## src/rtl/dmem_arb_pkg.sv

```systemverilog
`default_nettype none
// ============================================================================
// Module      : dmem_arb_pkg
// Description : Shared defaults and response-state encoding for dmem_arbiter.
// Revision    : 1.0 - initial release
// ============================================================================
package dmem_arb_pkg;

    localparam int c_addr_w   = 7;
    localparam int c_data_w   = 32;
    localparam int c_max_wait = 4;
    localparam int c_wait_w   = 4;

    typedef enum logic [1:0] {
        IDLE = 2'd0,
        RD0  = 2'd1,
        RD1  = 2'd2
    } resp_st_t;

    // A read response is owed to whichever port won a read this cycle.
    function automatic resp_st_t resp_next(input logic gnt0, input logic we0,
                                           input logic gnt1, input logic we1);
        resp_st_t st;
        st = IDLE;
        if (gnt0 && !we0)
            st = RD0;
        else if (gnt1 && !we1)
            st = RD1;
        return st;
    endfunction

endpackage
`default_nettype wire

```

## src/rtl/dmem_arb_wait_ctr.sv

```systemverilog
`default_nettype none
// ============================================================================
// Module      : dmem_arb_wait_ctr
// Description : Saturating starvation counter for the low-priority port.
// Revision    : 1.0 - initial release
// ============================================================================
module dmem_arb_wait_ctr
    import dmem_arb_pkg::*;
#(
    parameter int MAX_WAIT = c_max_wait
) (
    input  logic clk,
    input  logic rst,
    input  logic i_req,
    input  logic i_gnt,
    output logic o_force
);

    localparam logic [c_wait_w-1:0] c_max = c_wait_w'(MAX_WAIT);

    if ((MAX_WAIT < 1) || (MAX_WAIT > 15)) begin : g_bad_max_wait
        $error("dmem_arb_wait_ctr: MAX_WAIT out of range 1..15");
    end

    logic [c_wait_w-1:0] r_wait_cnt;

    always_ff @(posedge clk or posedge rst) begin
        if (rst)
            r_wait_cnt <= '0;
        else if (!i_req || i_gnt)
            r_wait_cnt <= '0;
        else if (r_wait_cnt != c_max)
            r_wait_cnt <= r_wait_cnt + 1'b1;
    end

    assign o_force = i_req && (r_wait_cnt == c_max);

endmodule
`default_nettype wire

```

## src/rtl/dmem_arbiter.sv

```systemverilog
`default_nettype none
// ============================================================================
// Module      : dmem_arbiter
// Description : Two-port single-SRAM arbiter, p0 priority with p1 anti-starvation.
// Revision    : 1.0 - initial release
// ============================================================================
module dmem_arbiter
    import dmem_arb_pkg::*;
#(
    parameter int ADDR_W   = c_addr_w,
    parameter int DATA_W   = c_data_w,
    parameter int MAX_WAIT = c_max_wait
) (
    input  logic              clk,
    input  logic              rst,
    input  logic              p0_req,
    input  logic              p0_we,
    input  logic [ADDR_W-1:0] p0_addr,
    input  logic [DATA_W-1:0] p0_wdata,
    output logic              p0_gnt,
    output logic              p0_rvalid,
    output logic [DATA_W-1:0] p0_rdata,
    input  logic              p1_req,
    input  logic              p1_we,
    input  logic [ADDR_W-1:0] p1_addr,
    input  logic [DATA_W-1:0] p1_wdata,
    output logic              p1_gnt,
    output logic              p1_rvalid,
    output logic [DATA_W-1:0] p1_rdata,
    output logic              mem_cen,
    output logic              mem_wen,
    output logic              mem_oen,
    output logic [ADDR_W-1:0] mem_a,
    output logic [DATA_W-1:0] mem_d,
    input  logic [DATA_W-1:0] mem_q
);

    logic              w_force;
    logic              w_p0_gnt;
    logic              w_p1_gnt;
    resp_st_t          r_resp_st;
    resp_st_t          w_resp_nxt;
    logic [DATA_W-1:0] r_p0_rdata;
    logic [DATA_W-1:0] r_p1_rdata;

    dmem_arb_wait_ctr #(
        .MAX_WAIT (MAX_WAIT)
    ) u_wait_ctr (
        .clk     (clk),
        .rst     (rst),
        .i_req   (p1_req),
        .i_gnt   (w_p1_gnt),
        .o_force (w_force)
    );

    // Grants are gated by rst so no SRAM access can start while reset is held.
    assign w_p0_gnt = p0_req && !w_force && !rst;
    assign w_p1_gnt = p1_req && !w_p0_gnt && !rst;
    assign p0_gnt   = w_p0_gnt;
    assign p1_gnt   = w_p1_gnt;
    assign mem_oen  = 1'b0;

    always_comb begin
        mem_cen = 1'b1;
        mem_wen = 1'b1;
        mem_a   = '0;
        mem_d   = '0;
        if (w_p0_gnt) begin
            mem_cen = 1'b0;
            mem_wen = ~p0_we;
            mem_a   = p0_addr;
            mem_d   = p0_wdata;
        end else if (w_p1_gnt) begin
            mem_cen = 1'b0;
            mem_wen = ~p1_we;
            mem_a   = p1_addr;
            mem_d   = p1_wdata;
        end
    end

    always_comb begin
        w_resp_nxt = resp_next(w_p0_gnt, p0_we, w_p1_gnt, p1_we);
    end

    always_ff @(posedge clk or posedge rst) begin
        if (rst)
            r_resp_st <= IDLE;
        else
            r_resp_st <= w_resp_nxt;
    end

    always_ff @(posedge clk or posedge rst) begin
        if (rst) begin
            r_p0_rdata <= '0;
            r_p1_rdata <= '0;
        end else begin
            if (w_resp_nxt == RD0)
                r_p0_rdata <= mem_q;
            if (w_resp_nxt == RD1)
                r_p1_rdata <= mem_q;
        end
    end

    assign p0_rvalid = (r_resp_st == RD0);
    assign p1_rvalid = (r_resp_st == RD1);
    assign p0_rdata  = r_p0_rdata;
    assign p1_rdata  = r_p1_rdata;

endmodule
`default_nettype wire

```

## config.mk

```make
export PLATFORM = sky130hd
export DESIGN_NAME = dmem_arbiter
export DESIGN_NICKNAME = d
export VERILOG_FILES = /design/src/rtl/dmem_arb_pkg.sv /design/src/rtl/dmem_arb_wait_ctr.sv /design/src/rtl/dmem_arbiter.sv
export SDC_FILE = /design/constraint.sdc
export NUM_CORES = 1
export LEC_CHECK = 0
export CAP_MARGIN = 30
export CORE_ASPECT_RATIO = 0.75
export CORE_UTILIZATION = 36
export CTS_BUF_LIST = sky130_fd_sc_hd__clkbuf_8
export CTS_CLUSTER_DIAMETER = 200
export DETAILED_ROUTE_END_ITERATION = 12
export HOLD_SLACK_MARGIN = 0.02
export PLACE_DENSITY_LB_ADDON = 0.15
export SLEW_MARGIN = 15
export SYNTH_ARGS = -nofsm -noshare
export SYNTH_HDL_FRONTEND = slang
export SYNTH_SLANG_ARGS = --single-unit
```

## constraint.sdc

```tcl
create_clock -name clk -period 5.2 [get_ports clk]
set_clock_uncertainty 0.2 [all_clocks]
set_input_delay 1.04 -clock clk [delete_from_list [all_inputs] [get_ports clk]]
set_output_delay 1.04 -clock clk [all_outputs]
set_load 0.005 [all_outputs]
```

Word-level counts from Yosys, hierarchy flattened
Cells that the tools add are included.
{"block": "word_totals", "ff_bits": 70, "in_bits": 116, "output_inout_bits": 110, "word_cells": 40}
{"block": "classes", "addsub": 1, "eq_ne": 6, "mux": 12, "bitwise": 2, "n_reduce_logical": 15}
{"op": "$mux W32", "n": 2}
{"op": "$mux W7", "n": 2}
{"op": "$mux W4", "n": 2}
{"op": "$logic_and A1 B1 Y1", "n": 7}
{"op": "$logic_not A1 Y1", "n": 6}
{"op": "$add A4 B1 Y4 const B", "n": 1}
{"op": "$eq A2 B1 Y1 const B", "n": 2}
{"op": "$eq A2 B2 Y1 const B", "n": 2}
{"op": "$eq A4 B3 Y1 const B", "n": 1}
{"op": "$mux W1", "n": 4}
{"op": "$mux W2", "n": 2}
{"op": "$ne A4 B3 Y1 const B", "n": 1}
{"op": "$not A1 Y1", "n": 2}
{"op": "$reduce_bool A2 Y1", "n": 1}
{"op": "$logic_or A1 B1 Y1", "n": 1}

Depth between registers and ports, before layout
Gate-level depths: netlist of run 1.
{"block": "depth", "ltp_word": 12, "mapped_depth": 7, "mapped_depth_nobuf": 5}

By module
Synthesis of run 1 repeated with hierarchy kept, for this count alone.
{"block": "unflattened", "hier_cells": 225, "area_unflattened_um2": 3166.8}
{"module": "dmem_arbiter", "n_inst": 1, "cells_per_inst": 199, "area_per_inst_um2": 2901.5, "seq_area_each_um2": 1651.6}
{"module": "dmem_arb_wait_ctr", "n_inst": 1, "cells_per_inst": 26, "area_per_inst_um2": 265.3, "seq_area_each_um2": 100.1}

Least setup slack after synthesis of run 1
OpenSTA, ideal clock, no wires.
{"block": "synth_path", "path_kind": "input-to-output", "startpoint": "input port rst", "endpoint": "output port mem_a[3]", "t_arrival_ns": 3.478, "required_ns": 3.960, "setup_slack_ns": 0.482, "stages": 5, "path_buffers": 2, "cell_sequence": "inv_1 and3_1 clkbuf_1 clkbuf_1 a22o_1"}
{"block": "synth_between", "elab_chain_len": 7}
{"item": "from (decl)", "line": "dmem_arbiter.sv:15", "text": "input logic rst,"}
{"item": "$logic_not A1 Y1 (no line) *"}
{"item": "$logic_and A1 B1 Y1", "line": "dmem_arbiter.sv:57", "text": "assign w_p0_gnt = p0_req && !w_force && !rst;"}
{"item": "$logic_not A1 Y1", "line": "dmem_arbiter.sv:58", "text": "assign w_p1_gnt = p1_req && !w_p0_gnt && !rst;"}
{"item": "$logic_and A1 B1 Y1 (2 in a row)", "line": "dmem_arbiter.sv:58"}
{"item": "$mux W7", "line": "dmem_arbiter.sv:73", "text": "end else if (w_p1_gnt) begin"}
{"item": "$mux W7 *", "line": "dmem_arbiter.sv:68", "text": "if (w_p0_gnt) begin"}
{"item": "to (decl)", "line": "dmem_arbiter.sv:33", "text": "output logic [ADDR_W-1:0] mem_a,"}
Every way passes the cells marked *; elsewhere a longest branch is shown, timed or not.

Worst setup path in the final report of run 1
{"block": "layout_path", "startpoint": "input port rst", "endpoint": "output port mem_a[2]"}
Same word-level chain as after synthesis.

==> results of run 1 <==
==> state kept, by name (all words and copies together) (netlist names) <==
signal	flops
p0_rdata	32
p1_rdata	32
r_resp_st	2
u_wait_ctr.r_wait_cnt	4
==> routing by layer <==
layer / GRT usage (%) / vias up / wire length (um)
li1: - / 1272 / -
met1: 27.9 / 1336 / 4300
met2: 32.8 / 95 / 4900
met3: 7.34 / 9 / 686
met4: 5.60 / 0 / 91
met5: 0 / - / 0
==> worst max-delay path, delay by kind of cell <==
family | cells | cell delay [ns]
and+or+nand+nor | 1 | 0.26
AOI/OAI and AO/OA | 2 | 0.38
buffers and inverters | 3 | 1.41
==> synthesized netlist by cell type (2+ instances only) <==
master | count | area share, %
sky130_fd_sc_hd__inv_1 | 5 | 0.60
sky130_fd_sc_hd__ha_1 | 2 | 0.80
sky130_fd_sc_hd__buf_2 | 8 | 1.3
sky130_fd_sc_hd__o21ai_0 | 3 | 0.48
sky130_fd_sc_hd__nand3_1 | 3 | 0.48
sky130_fd_sc_hd__mux2_2 | 64 | 23
sky130_fd_sc_hd__nand2_1 | 2 | 0.24
sky130_fd_sc_hd__a22o_1 | 39 | 11
sky130_fd_sc_hd__nand2b_1 | 2 | 0.40
sky130_fd_sc_hd__clkbuf_1 | 4 | 0.48
sky130_fd_sc_hd__buf_6 | 3 | 1.1
sky130_fd_sc_hd__nor2b_1 | 2 | 0.40
sky130_fd_sc_hd__dfrtp_1 | 70 | 56
==> cell usage in the layout (no fill, tap or decap), types with 3 or more instances in the layout <==
| cell type | instances |
|---|---|
| sky130_fd_sc_hd__clkinv_2 | 3 |
| sky130_fd_sc_hd__nand3_1 | 3 |
| sky130_fd_sc_hd__mux2_2 | 64 |
| sky130_fd_sc_hd__dfrtp_1 | 70 |
| sky130_fd_sc_hd__clkbuf_8 | 10 |
| sky130_fd_sc_hd__buf_4 | 5 |
| sky130_fd_sc_hd__clkdlybuf4s50_1 | 224 |
| sky130_fd_sc_hd__a22o_1 | 39 |
| sky130_fd_sc_hd__inv_1 | 6 |
| sky130_fd_sc_hd__o21ai_0 | 3 |
==> path summary, 6_finish.rpt <==
path / from / endpoint / slack, ns / cells after the start
worst min register to register: p0_rdata[4] / p0_rdata[4] / 0.30 / 1
worst min-delay path: p0_rdata[4] / p0_rdata[4] / 0.30 / 1
worst max register to register: u_wait_ctr.r_wait_cnt[0] / p0_rdata[23] / 2.56 / 6
min in group asynchronous: rst / p0_rdata[31] / 0.98 / 3
max in group asynchronous: rst / p0_rdata[19] / 3.31 / 4
worst max-delay path: rst / mem_a[2] / 0.85 / 6
==> final cells by class <==
class / instances / area (um^2)
tap: 108 / 135
timing repair buffer: 230 / 2310
clock inverter: 6 / 30.0
clock buffer: 10 / 138
multi-input combinational: 130 / 1270
fill: 702 / 2800
inverter: 5 / 18.8
sequential: 70 / 1750
==> logic make-up after synthesis <==
family          count (synthesis)  synth area share (%)
flops                          70                  55.9
xor+xnor                        1                 0.280
fa+ha+maj                       2                 0.799
mux                            64                  23.0
buf+inv                        21                  3.67
simple gates                   14                  3.04
compound gates                 48                  13.2
other cells                     1                 0.120
==> per-stage QoR <==
stage	total power, uW	cell area, um^2	worst slack [ns]	utilization, %	cells
global placement	1240	5460	0.907	64.5	542
finish	1610	5650	0.846	66.8	559
CTS	1630	5620	0.849	66.5	558
global route	1700	5650	0.732	66.8	559
detailed placement	1250	5460	0.860	64.5	542
floorplan	869	3130	0.482	-	221
==> power breakdown <==
part           leakage (uW)  internal (uW)  switching (uW)
clock network     0.0000944            180             190
logic               0.00139            381             155
registers          0.000843            651            54.1
==> out/results.txt, run 1 <==
For the global-route wire length before repair, the log shows 13,900 um. The TritonCTS sink count was 70. Global routing used 21.0% of the available tracks across all layers. The tightest hold path in the finished design has a slack of 0.305 ns.

The final HPWL from detailed placement was 7420 um. The via-per-instance ratio was 4.85; the overall die area was 0.00908 mm^2. Number of buffers added on ports: 224. The cell area that synthesis handed to floorplanning was 0.00313 mm^2. For the residual antenna-violating net count after detailed routing, the log shows 0. The power per cell area works out to 285 mW/mm^2. The slowest stage of the critical path belongs to the cell sky130_fd_sc_hd__clkdlybuf4s50_1. STA classifies the critical path startpoint as a primary input.

The register area share after synthesis was 55.9%. The congestion estimate from routability-driven global placement came to 0.800. The synthesized netlist contains 27 unique library cells.

The pin count of the biggest net entering global routing was 71; the initial DRC count was 82. Synthesis produced a netlist with a net count of 339. In the final design database the tool counted 564 nets.

The tools report the clock insertion delay at the later pin of the skew report as 0.33 ns. 226 I/O pins were placed. The number of placement rows is 29, and the die span in x is 110 um.

The number of antenna violations at the first check in global routing is 0. The worst setup path is captured at an output port. Across the VDD grid, the largest voltage drop is 0.000210 V. The run gives 0 as the final-report max-slew violation count. Setup violations remaining at the end of the flow were counted as 0.

After synthesis, the mean cell area works out to 14.2 um^2. In this run the tightest slew margin relative to its limit is 43.3%. Area growth from synthesis to layout: 80.4%.

For this design, the CTS-stage hold fixing added 0 buffers. The H-tree was split into 3 levels. Max-cap violations in this run came to 0. The Yosys step of the flow raised 0 warnings. In this run, synthesis inferred 0 flip-flops with an integrated enable.

Cells with a size suffix above 1 make up 19.5% of the layout. Among all flip-flop cells after synthesis, the most frequent one is sky130_fd_sc_hd__dfrtp_1. The delay of the slowest critical-path stage came out at 0.52 ns. Clock-pin slew was measured on the worst setup and hold paths at 0.07 ns.

The logs give 9980 um for the total length of routed wires and 2,712 for the number of vias in the routed layout. The flow ran to the end, and the final reports show no timing, DRC or antenna violations. The worst endpoint data arrival time was 3.11 ns; the placeable core region was 0.00845 mm^2.

The count of instances resized after the clock tree is built is 0. For this run, asynchronously set or reset flops after synthesis account for 100%. TritonCTS built the clock tree. The slew of the pin with the lowest slew margin was 0.848 ns. The cell chosen for the clock root was sky130_fd_sc_hd__clkbuf_8. For the number of clock buffers inserted by TritonCTS, the log shows 9. The logs give 221 for the post-synthesis cell count and 2 for the maximum count of clock buffers along a single path.

The via count of the first global-routing pass came out at 2,599. The total inserted antenna cells came out at 0. After layout, the minimum clock period comes to 4.35 ns.

For this run the aggregate overflow at the end of global routing stands at 0. In the routed design, unresolved DRC markers number 0. The tools report the endpoint required time on the critical path as 3.96 ns.

The detailed-route wire length per cell works out to 17.9 um. Once the floorplan was initialized, standard cells occupied 37.1% of the core. The largest fanout on the critical path is 42.

The worst min-delay path class is flip-flop to flip-flop. The setup TNS was 0 ns. From bottom edge to top edge, the die measures 82.8 um.

The logs give 0 for the hold violation total from the final report and 230 MHz for the highest attainable clock frequency. The first-pass iteration count of the detailed router was 4; the number of flip-flops and latches in the synthesized netlist was 70. Setup repair after global routing left no endpoint under its margin. The critical path goes through clkdlybuf4s50_1 -> nand2b_1 -> a21oi_2 -> buf_4 -> a22o_1 -> clkdlybuf4s50_1. The most numerous cell type found on the critical path is sky130_fd_sc_hd__clkdlybuf4s50_1.

Post-CTS timing repair inserted 0 buffers for setup. The analysis attributes to cell leakage a power of 0.00233 uW. The final worst-path cycle share came out at 83.7%.

The critical path class was primary input to output port.
Power figures use the tool's default switching activity.
==> inputs of run 2 (changes only) <==
- clock period: 5.2 -> 4.43 ns (I/O delays scaled with it)
==> run 2 against run 1 <==
Net effect: count of clock-buffer cells in the layout grew 1; first-iteration DRC count grew 28%; combinational power grew 18%; clock power grew 38%; sequential power grew 17%; cell area grew 1.3%; cell count grew 0.36%; sequential share of layout area shrank 0.40 points; worst setup slack lost 0.34 ns; wire length shrank 0.16%; via count shrank 0.15%; non-clock buffer count grew 2; highest routed layer unchanged.
==> out/results.txt, run 2 (synthesized netlist as in run 1, its figures left out) <==
TritonCTS built the clock tree. For the total placed instance area, the log shows 0.00550 mm^2 (was 0.00546 mm^2). The global placer's final weighted congestion is 0.825 (was 0.800), and the placeable core region is 0.00845 mm^2 (unchanged). Power per cell area: 344 mW/mm^2 (was 285 mW/mm^2). First-pass iteration count of the detailed router: 4 (unchanged). The global-route wire length before repair was 14,200 um (was 13,900 um); the finished layout cell area was 0.00572 mm^2 (was 0.00565 mm^2).

The tools report the hold buffer count at CTS as 0 (unchanged). The detailed-route wire length per cell was 17.8 um (was 17.9 um); the final worst-path cycle share was 88.5%. The die span in x was 110 um (unchanged); the residual antenna-violating net count after detailed routing was 0 (unchanged).

The TritonCTS sink count is 70 (unchanged). The area of combinational cells with multiple inputs is 0.00127 mm^2 (unchanged), and the via-per-instance ratio is 4.83 (was 4.85). The total length of routed wires is 9970 um (was 9980 um).

The final HPWL from detailed placement is 7560 um (was 7420 um), and the post-CTS setup buffer count is 0 (unchanged). The overall die area was 0.00908 mm^2 (unchanged); the fraction of layout cells with a size suffix above 1 was 19.9% (was 19.5%). The worst min-delay path class was flip-flop to flip-flop (unchanged). Number of buffers added on ports: 224 (unchanged).

Critical-path cell list: clkdlybuf4s50_1 -> nand4b_1 -> and3_1 -> buf_12 -> a22o_1 -> clkdlybuf4s50_1 (was clkdlybuf4s50_1 -> nand2b_1 -> a21oi_2 -> buf_4 -> a22o_1 -> clkdlybuf4s50_1). The tools report the clock insertion delay at the later pin of the skew report as 0.33 ns (about the same). The run gives 0 (unchanged) as the total inserted antenna cells.

The tools report the starting density of the core as 37.1% (unchanged). Critical-path cell with the highest stage delay: sky130_fd_sc_hd__clkdlybuf4s50_1 (unchanged). Area occupied by registers: 0.00175 mm^2 (unchanged).

For the leakage power figure, the log shows 0.00236 uW (was 0.00233 uW). The clock-pin transition on the worst setup and hold timing paths is 0.07 ns (about the same), and the highest attainable clock frequency is 255 MHz. The via count of the first global-routing pass was 2,672 (was 2,599). The logs give 0 (unchanged) for the total of endpoints with negative setup slack in the final report and 0 (unchanged) for the count of instances resized after the clock tree is built. The tools report the number of vias in the routed layout as 2,708 (was 2,712). Cell seen most often among critical-path stages: sky130_fd_sc_hd__clkdlybuf4s50_1 (unchanged). The final routed DRC violation total was 0 (unchanged). The kind of cell adding the most delay to the critical path was buffers and inverters (unchanged). The run gives 29 (unchanged) as the number of placement rows. The number of buffers and inverters on the critical path was 3 (unchanged); the layout filler cell count was 683 (was 702). The sum of overflow across all layers after global routing was 0 (unchanged).

The setup TNS was 0 ns (unchanged); the maximum count of clock buffers along a single path was 2 (unchanged). The most frequent standard cell in the layout excluding fill and tap cells was sky130_fd_sc_hd__clkdlybuf4s50_1 (unchanged). The run finished with clean final reports. The critical path class was primary input to output port (unchanged). The initial DRC count was 105 (was 82); the largest fanout on the critical path was 41 (was 42). The hold violation total from the final report was 0 (unchanged); the count of max-cap constraint violations was 0 (unchanged). Setup repair after global routing left no endpoint under its margin.

The overall die height came out at 82.8 um (unchanged). The net total in the final layout is 566 (was 564), and the maximum VDD drop is 0.000213 V (was 0.000210 V). Subtracting the final worst setup slack from the clock period gives 3.92 ns. The pin count of the biggest net entering global routing was 71 (unchanged).

The worst hold slack was 0.305 ns (about the same); the delay of the slowest critical-path stage was 0.62 ns (was 0.52 ns). The run gives 0 (unchanged) as the final-report max-slew violation count. The worst endpoint data arrival time is 2.84 ns (was 3.11 ns).

Type of element capturing the critical path: an output port (unchanged). Kind of start point of the critical path: a primary input (unchanged). The number of antenna violations at the first check in global routing is 0 (unchanged).

Cell chosen for the clock root: sky130_fd_sc_hd__clkbuf_8 (unchanged). Area growth from synthesis to layout: 82.7% (was 80.4%). The number of I/O pins came out at 226 (unchanged). The run gives 3 (unchanged) as the number of H-tree levels. Most frequent cells in the layout: sky130_fd_sc_hd__clkdlybuf4s50_1, sky130_fd_sc_hd__dfrtp_1, sky130_fd_sc_hd__mux2_2, sky130_fd_sc_hd__a22o_1, sky130_fd_sc_hd__clkbuf_8 (unchanged). The total track usage is 21.3% (was 21.0%).

The tools report the number of clock buffers inserted by TritonCTS as 9 (unchanged). Endpoint required time on the critical path: 3.34 ns (was 3.96 ns).
run 2: cell count changes in the layout (fill, tap and decap cells not counted), sizes merged:
cell / previous run / this run
buf: 6 / 8
bufinv: 0 / 1
clkinv: 3 / 1
clkbuf: 10 / 11
run 2: through the flow:
| step | total power [uW] | worst slack, ns | cells | util, % |
|---|---|---|---|---|
| 3_5_place_dp | 1470 | 0.539 | 544 | 65.0 |
| 4_1_cts | 2000 | 0.525 | 560 | 67.4 |
| 6_report | 1970 | 0.508 | 561 | 67.7 |
| 2_1_floorplan | 1020 | 0.0200 | 221 | - |
| 3_3_place_gp | 1460 | 0.571 | 544 | 65.0 |
| 5_1_grt | 2080 | 0.364 | 561 | 67.7 |
run 2: layout make-up:
cell class / instances / area share [%]
clock buffers: 11 / 2.64
clock inverters: 5 / 0.874
inverters: 5 / 0.328
multi-input cells: 130 / 22.2
flip-flops and latches: 70 / 30.6
well taps: 108 / 2.36
repair buffers: 232 / 41.0
run 2: where the power goes:
part	total [uW]	internal, uW	switching (uW)
clock network	513	286	227
logic	631	450	181
registers	827	764	63.4
total	1970	1500	471
run 2: final timing paths:
kind,end,slack [ns],start,cells after the start
worst max-delay path,mem_a[2],0.51,p1_req,6
worst min-delay path,p0_rdata[16],0.31,p0_rdata[16],1
worst max register to register,p1_rdata[10],2.29,u_wait_ctr.r_wait_cnt[0],6
worst min register to register,p0_rdata[16],0.31,p0_rdata[16],1
max in group asynchronous,p1_rdata[13],2.60,rst,4
min in group asynchronous,p0_rdata[2],0.90,rst,3
run 2: layer usage:
| metal | share of wire (%) | GRT usage [%] | vias up | wire (um) |
|---|---|---|---|---|
| met1 | 43 | 27.8 | 1336 | 4270 |
| met4 | 1.1 | 6.40 | 0 | 105 |
| li1 | - | - | 1272 | - |
| met5 | 0 | 0 | - | 0 |
| met2 | 48 | 33.1 | 93 | 4810 |
| met3 | 7.9 | 8.20 | 7 | 786 |
==> inputs of run 3 (changes only) <==
- SLEW_MARGIN: 15 -> 20
==> results of run 3 <==
The final DEF is identical to that of run 2; final timing and power are the same.
